===== src/rtl/caliptra_prim_ram_1p_arb_pkg.sv =====
// caliptra_prim_ram_1p_arb_pkg
//   Shared types for the two-requester single-port RAM arbiter.
//   - req_id_e    : identifies which requester owns an in-flight read
//   - arb_state_e : zero-fill sequencer state (used only when
//                   CALIPTRA_PRIM_RAM_1P_ARB_INIT_EN is defined)
package caliptra_prim_ram_1p_arb_pkg;

  typedef enum logic {
    REQ_A = 1'b0,
    REQ_B = 1'b1
  } req_id_e;

  typedef enum logic {
    ARB_INIT  = 1'b0,
    ARB_READY = 1'b1
  } arb_state_e;

endpackage


===== src/rtl/caliptra_prim_rr_arb2.sv =====
// caliptra_prim_rr_arb2
//   Two-way round-robin arbiter with a combinational same-cycle grant.
//   Ports:
//     clk_i, rst_i : clock, synchronous active-high reset
//     req[1:0]     : requests (bit 0 = A, bit 1 = B)
//     gnt[1:0]     : one-hot grant, valid only while en is high
//     en           : allows grants to be issued
//   The pointer remembers the last requester served and moves only on a
//   grant; it resets to "B served last" so A wins the first tie.
module caliptra_prim_rr_arb2
  import caliptra_prim_ram_1p_arb_pkg::*;
(
  input  logic       clk_i,
  input  logic       rst_i,
  input  logic [1:0] req,
  output logic [1:0] gnt,
  input  logic       en
);

  req_id_e r_last;

  always_comb begin
    gnt = '0;
    if (en) begin
      if (req[0] && (!req[1] || r_last == REQ_B)) begin
        gnt[0] = 1'b1;
      end else if (req[1]) begin
        gnt[1] = 1'b1;
      end
    end
  end

  always_ff @(posedge clk_i) begin
    if (rst_i) begin
      r_last <= REQ_B;
    end else if (gnt[0]) begin
      r_last <= REQ_A;
    end else if (gnt[1]) begin
      r_last <= REQ_B;
    end
  end

endmodule


===== src/rtl/caliptra_prim_ram_1p_arb.sv =====
// caliptra_prim_ram_1p_arb
//   Front end that shares one synchronous single-port SRAM (1-cycle read
//   latency, bit write mask) between a host port A and an engine port B.
//   Ports:
//     clk_i, rst_i           : clock, synchronous active-high reset
//     {a,b}_req/write/addr/wdata/wmask_i : requester inputs
//     {a,b}_gnt_o            : request accepted this cycle (combinational)
//     {a,b}_rvalid_o/rdata_o : read return, one cycle after a read grant
//     ram_*_o / ram_rdata_i  : RAM macro interface
//     init_done_o            : arbiter accepting requests
//   Optional feature (macro CALIPTRA_PRIM_RAM_1P_ARB_INIT_EN): zero-fill the
//   whole RAM after reset before any request is granted.
module caliptra_prim_ram_1p_arb
  import caliptra_prim_ram_1p_arb_pkg::*;
#(
  parameter  int Width = 32,
  parameter  int Depth = 128,
  localparam int Aw    = $clog2(Depth)
) (
  input  logic             clk_i,
  input  logic             rst_i,
  input  logic             a_req_i,
  input  logic             a_write_i,
  input  logic [Aw-1:0]    a_addr_i,
  input  logic [Width-1:0] a_wdata_i,
  input  logic [Width-1:0] a_wmask_i,
  output logic             a_gnt_o,
  output logic             a_rvalid_o,
  output logic [Width-1:0] a_rdata_o,
  input  logic             b_req_i,
  input  logic             b_write_i,
  input  logic [Aw-1:0]    b_addr_i,
  input  logic [Width-1:0] b_wdata_i,
  input  logic [Width-1:0] b_wmask_i,
  output logic             b_gnt_o,
  output logic             b_rvalid_o,
  output logic [Width-1:0] b_rdata_o,
  output logic             ram_req_o,
  output logic             ram_write_o,
  output logic [Aw-1:0]    ram_addr_o,
  output logic [Width-1:0] ram_wdata_o,
  output logic [Width-1:0] ram_wmask_o,
  input  logic [Width-1:0] ram_rdata_i,
  output logic             init_done_o
);

  logic          w_init_done;
  logic          w_init_wr;
  logic [Aw-1:0] w_init_addr;
  logic [1:0]    w_gnt;
  logic          w_read_gnt;
  logic          r_rvalid;
  req_id_e       r_rvalid_id;

`ifdef CALIPTRA_PRIM_RAM_1P_ARB_INIT_EN
  arb_state_e    r_state;
  arb_state_e    w_state_next;
  logic [Aw-1:0] r_cnt;

  always_ff @(posedge clk_i) begin
    if (rst_i) begin
      r_state <= ARB_INIT;
    end else begin
      r_state <= w_state_next;
    end
  end

  always_comb begin
    w_state_next = r_state;
    if (r_state == ARB_INIT && r_cnt == Aw'(Depth - 1)) begin
      w_state_next = ARB_READY;
    end
  end

  // Counter holds at the last address once the fill completes.
  always_ff @(posedge clk_i) begin
    if (rst_i) begin
      r_cnt <= '0;
    end else if (r_state == ARB_INIT && r_cnt != Aw'(Depth - 1)) begin
      r_cnt <= r_cnt + 1'b1;
    end
  end

  // Qualified with rst_i so nothing reaches the RAM while reset is held.
  always_comb begin
    w_init_wr   = (r_state == ARB_INIT) && !rst_i;
    w_init_done = (r_state == ARB_READY) && !rst_i;
    w_init_addr = r_cnt;
  end
`else
  // No fill needed: ready in every cycle that reset is low.
  assign w_init_wr   = 1'b0;
  assign w_init_done = !rst_i;
  assign w_init_addr = '0;
`endif

  assign init_done_o = w_init_done;

  caliptra_prim_rr_arb2 u_rr_arb2 (
    .clk_i (clk_i),
    .rst_i (rst_i),
    .req   ({b_req_i, a_req_i}),
    .gnt   (w_gnt),
    .en    (w_init_done)
  );

  assign a_gnt_o = w_gnt[0];
  assign b_gnt_o = w_gnt[1];

  always_comb begin
    ram_req_o   = 1'b0;
    ram_write_o = 1'b0;
    ram_addr_o  = '0;
    ram_wdata_o = '0;
    ram_wmask_o = '0;
    if (w_init_wr) begin
      ram_req_o   = 1'b1;
      ram_write_o = 1'b1;
      ram_addr_o  = w_init_addr;
      ram_wmask_o = '1;
    end else if (w_gnt[0]) begin
      ram_req_o   = 1'b1;
      ram_write_o = a_write_i;
      ram_addr_o  = a_addr_i;
      ram_wdata_o = a_wdata_i;
      ram_wmask_o = a_wmask_i;
    end else if (w_gnt[1]) begin
      ram_req_o   = 1'b1;
      ram_write_o = b_write_i;
      ram_addr_o  = b_addr_i;
      ram_wdata_o = b_wdata_i;
      ram_wmask_o = b_wmask_i;
    end
  end

  assign w_read_gnt = (w_gnt[0] && !a_write_i) || (w_gnt[1] && !b_write_i);

  always_ff @(posedge clk_i) begin
    if (rst_i) begin
      r_rvalid    <= 1'b0;
      r_rvalid_id <= REQ_A;
    end else begin
      r_rvalid    <= w_read_gnt;
      r_rvalid_id <= w_gnt[1] ? REQ_B : REQ_A;
    end
  end

  assign a_rvalid_o = r_rvalid && (r_rvalid_id == REQ_A) && !rst_i;
  assign b_rvalid_o = r_rvalid && (r_rvalid_id == REQ_B) && !rst_i;
  assign a_rdata_o  = a_rvalid_o ? ram_rdata_i : '0;
  assign b_rdata_o  = b_rvalid_o ? ram_rdata_i : '0;

endmodule

===== config.mk =====
export PLATFORM = sky130hd
export DESIGN_NAME = caliptra_prim_ram_1p_arb
export DESIGN_NICKNAME = d
export VERILOG_FILES = /design/src/rtl/caliptra_prim_ram_1p_arb_pkg.sv /design/src/rtl/caliptra_prim_rr_arb2.sv /design/src/rtl/caliptra_prim_ram_1p_arb.sv
export SDC_FILE = /design/constraint.sdc
export NUM_CORES = 1
export LEC_CHECK = 0
export CAP_MARGIN = 15
export CORE_AREA = 2 2 126 128
export DETAILED_ROUTE_END_ITERATION = 8
export DIE_AREA = 0 0 128 130
export SKIP_CTS_REPAIR_TIMING = 1
export SLEW_MARGIN = 20
export SYNTH_ARGS = -nofsm -noshare
export SYNTH_HDL_FRONTEND = slang
export SYNTH_SLANG_ARGS = --single-unit

===== constraint.sdc =====
create_clock -name clk_i -period 1.4 [get_ports clk_i]
set_input_delay 0.28 -clock clk_i [delete_from_list [all_inputs] [get_ports clk_i]]
set_output_delay 0.28 -clock clk_i [all_outputs]
set_load 0.05 [all_outputs]

==> metrics list <==
- The flow ran to the end, but the final reports show violations.
- The final reports fail on negative setup slack.
* Nature of the critical path startpoint: flip-flop
- Dividing the detail-routed via count by the number of cells gives 4.57.
- DRC marker count from the first detailed-route iteration: 111
* Reg power frac: 2.6%
- Die boundary height: 130 µm
- The worst hold path begins at u_rr_arb2.r_last.
- The routed design uses 1010 µm of met3 wire.
- Reg clk slew, reported paths: 30 ps
- Row count: 46
- Measured against the total synthesized area, the mux share comes to 0%.
- CTS Buffer Depth: 2
- Post-synthesis async set-or-reset flop share: 0%
* Arrival time of data at the critical path endpoint: 1480 ps
* Floorplan die area: 16600 µm²
* TritonCTS sink count: 3
- Instance area after placement: 8440 µm²
* CP endpoint kind: output port
- In this run, the clock network consumes 12.0% of the power.
- Final standard cell utilization of the core: 61.0%
- Routed signal wires occupy layers up through met4.
* Final setup margin: -361 ps
* Final critical path time including I/O delays and setup: 1760 ps
* Latest clock arrival within the worst-skew pair: 230 ps
- In this run the static leakage power is 3.55 nW.
- Xor and xnor area share after synthesis: 0%
- Path type of the worst setup path: flip-flop to output port
- The cell sitting at the root of the clock tree is a clkbuf_16.
* Cell count after synthesis: 345
- The detail route stage leaves a number of antenna-violating nets equal to 0.
- Synthesized-area fraction occupied by ao, oa, aoi and oai cells: 38.3%
- Yosys warning count: 0
- In the final routing, the length of wire on met1 measures 5860 µm.
- Setup violations remaining at the end of the flow were counted as 140.
- Unrepaired setup endpoints after global routing: true
- The congestion estimate from routability-driven global placement came to 0.855.
* Distinct cells, synth: 20
* Number of synthesized register bits: 3
- After detailed routing, the number of remaining DRC violations is 0.
* Most frequent cells in the layout: clkdlybuf4s50_1, buf_12, nand2b_1, buf_6, o32ai_4
* Total inserted antenna cells: 0
- Compared with the post-synthesis result, the final layout area differs by 227%.
- Primary FF master, synth: dfxtp_1
- The max-slew violation total from the final report is 0.
- Input and output buffers added on the ports amount to 321.
- Wires add up to 17000 µm.
- RR Startpoint: u_rr_arb2.r_last
* Die extent in x: 128 µm
- Across the run, the number of max-cap violations was 0.
- After layout, the design draws a total of 3.83 mW.
* Pwr/cell area: 407 nW/µm²
- I/O pins: 322
- Total internal power: 2.15 mW
- Summed over all layers, the global routing overflow is 0.
- TritonCTS clock tree: done
- Sequential area share after synthesis: 2.09%
- Flop2flop setup slack: 160 ps
- Pin count of the biggest net entering global routing: 68
* Synthesized netlist net count: 525
- Destination of the worst register-to-register timing path: r_rvalid
* Number of buffers created by CTS: 3
- Required arrival time at the worst endpoint: 1120 ps
* Hold/Removal Path Class: flip-flop to flip-flop
- Hold-critical path endpoint: u_rr_arb2.r_last
- Area of the core region: 15400 µm²
- In the final layout, the share of cells above drive strength 1 is 60.1%.
- Net switching component of the power: 1.68 mW
- The mapped netlist covers 2870 µm².
- Static timing analysis puts the maximum clock frequency at 0.568 GHz.
- The first detailed-routing pass ran for 4 iterations.
- Setup Skew: 3.69 ps
- Measured against its own limit, the worst slew margin works out to 79.0%.
- Global routing consumed, over all layers together, 17.0% of the routing resources.
* Initial Utilization: 18.6%
* Vias: 3986
* Hold path cells: 1
- The initial antenna violation count came to 0.
- Global-route wire length before repair: 22300 µm
- In the detailed route, the total length drawn on met2 is 9900 µm.
* Crit share post-route: 126%
- Measured in cells, the most critical reg-to-reg path has a length of 5.
- Simple logic cell fraction of the synthesized area: 47.6%
* Via count of the first global-routing pass: 3928
* Dominant combinational cell family by area after synthesis: simple AND/OR/NAND/NOR gates
- For the pin with the worst max-slew slack, the measured transition is 315 ps.
* Gate power share: 85.4%
- Final design instance area without fill: 9400 µm²
* Wire length per cell: 19.5 µm
- H-tree levels: 1
- Switching share of power: 43.8%
- For this run, the post-layout net count is 862.
- Commonest non-fill, non-tap cell in the layout: clkdlybuf4s50_1
- After Yosys synthesis, full adders, half adders and majority gates account for 0% of the synthesized area.
- The wire-length estimate of the detail-placed layout is 12600 µm.
- A synthesized cell averages 8.32 µm².
- VDD sags by at most 0.348 mV.
* Count of flip-flops with a built-in enable after synthesis: 0
- Largest fanout on the critical path: 6
- The number of hold violations in the final report is 0.
-- synth_stat cells (3+ instances only) --
library cell    n  area [µm²]
clkbuf_1       16        60.1
nor2_1          4        15.0
o32ai_1        14         123
dfxtp_1         3        60.1
nand2b_1      144         901
buf_2           7        35.0
buf_4           8        60.1
and2_1         64         400
buf_6          16         180
o32ai_2        59         960
-- critical path, cell delays in order (launching register included) --
cell and delay, ps:
dfxtp_4 350, nor2b_4 260, buf_4 200, buf_6 160
o32ai_4 80, buf_4 200
-- how the worst max path moves through the flow --
stage                                 from         endpoint  slack (ps)  cells past startpoint
final                     u_rr_arb2.r_last  ram_wmask_o[15]        -360                      5
after global routing      u_rr_arb2.r_last   ram_wmask_o[8]        -410                      5
after CTS                          a_req_i   ram_wdata_o[7]        -650                      5
after detailed placement           a_req_i   ram_wdata_o[7]        -650                      5
after global placement             b_req_i  ram_wdata_o[26]        -630                      6
after floorplan                      rst_i  ram_wdata_o[30]        -180                      5
-- stage by stage --
| step | TNS, ps | cells | setup WS, ps | hold slack [ps] |
|---|---|---|---|---|
| floorplan | -8380 | 345 | -176 | 468 |
| global placement | -54890 | 841 | -634 | 508 |
| detailed placement | -55280 | 841 | -645 | 516 |
| CTS | -58330 | 845 | -650 | 524 |
| global route | -43120 | 873 | -413 | 538 |
| finish | -36890 | 873 | -361 | 505 |
-- cells by family (layout without fill, tap and decap cells) --
kind of cell / after synthesis / count (layout)
AO/OA/AOI/OAI: 75 / 75
buffers and inverters: 49 / 385
flip-flops: 3 / 3
AND/OR/NAND/NOR: 218 / 218
-- area by class of cell --
type	count	area, µm²
Fill cell	1177	6020
Clock buffer	4	78.8
Timing Repair Buffer	379	4990
Tap cell	192	240
Inverter	2	12.5
Sequential cell	3	66.3
Multi-Input combinational cell	293	4010
-- routing by layer --
layer / vias up / track usage, %
li1: 1907 / -
met1: 1894 / 18.1
met2: 173 / 34.5
met3: 12 / 3.16
met4: 0 / 3.62
met5: - / 0
-- power groups by stage --
stage / logic (mW) / clock network, mW / registers (mW)
after floorplan: 1.84 / 0 / 0.0981
after global placement: 2.91 / 0 / 0.0995
after detailed placement: 2.95 / 0 / 0.100
after CTS: 2.96 / 0.465 / 0.0990
after global routing: 3.41 / 0.475 / 0.100
final: 3.27 / 0.461 / 0.0991
-- sequential cells by signal (all words and copies together), names as in the netlist --
signal,flops
r_rvalid,1
u_rr_arb2.r_last,1
r_rvalid_id,1
(Power assumes the default switching activity.)
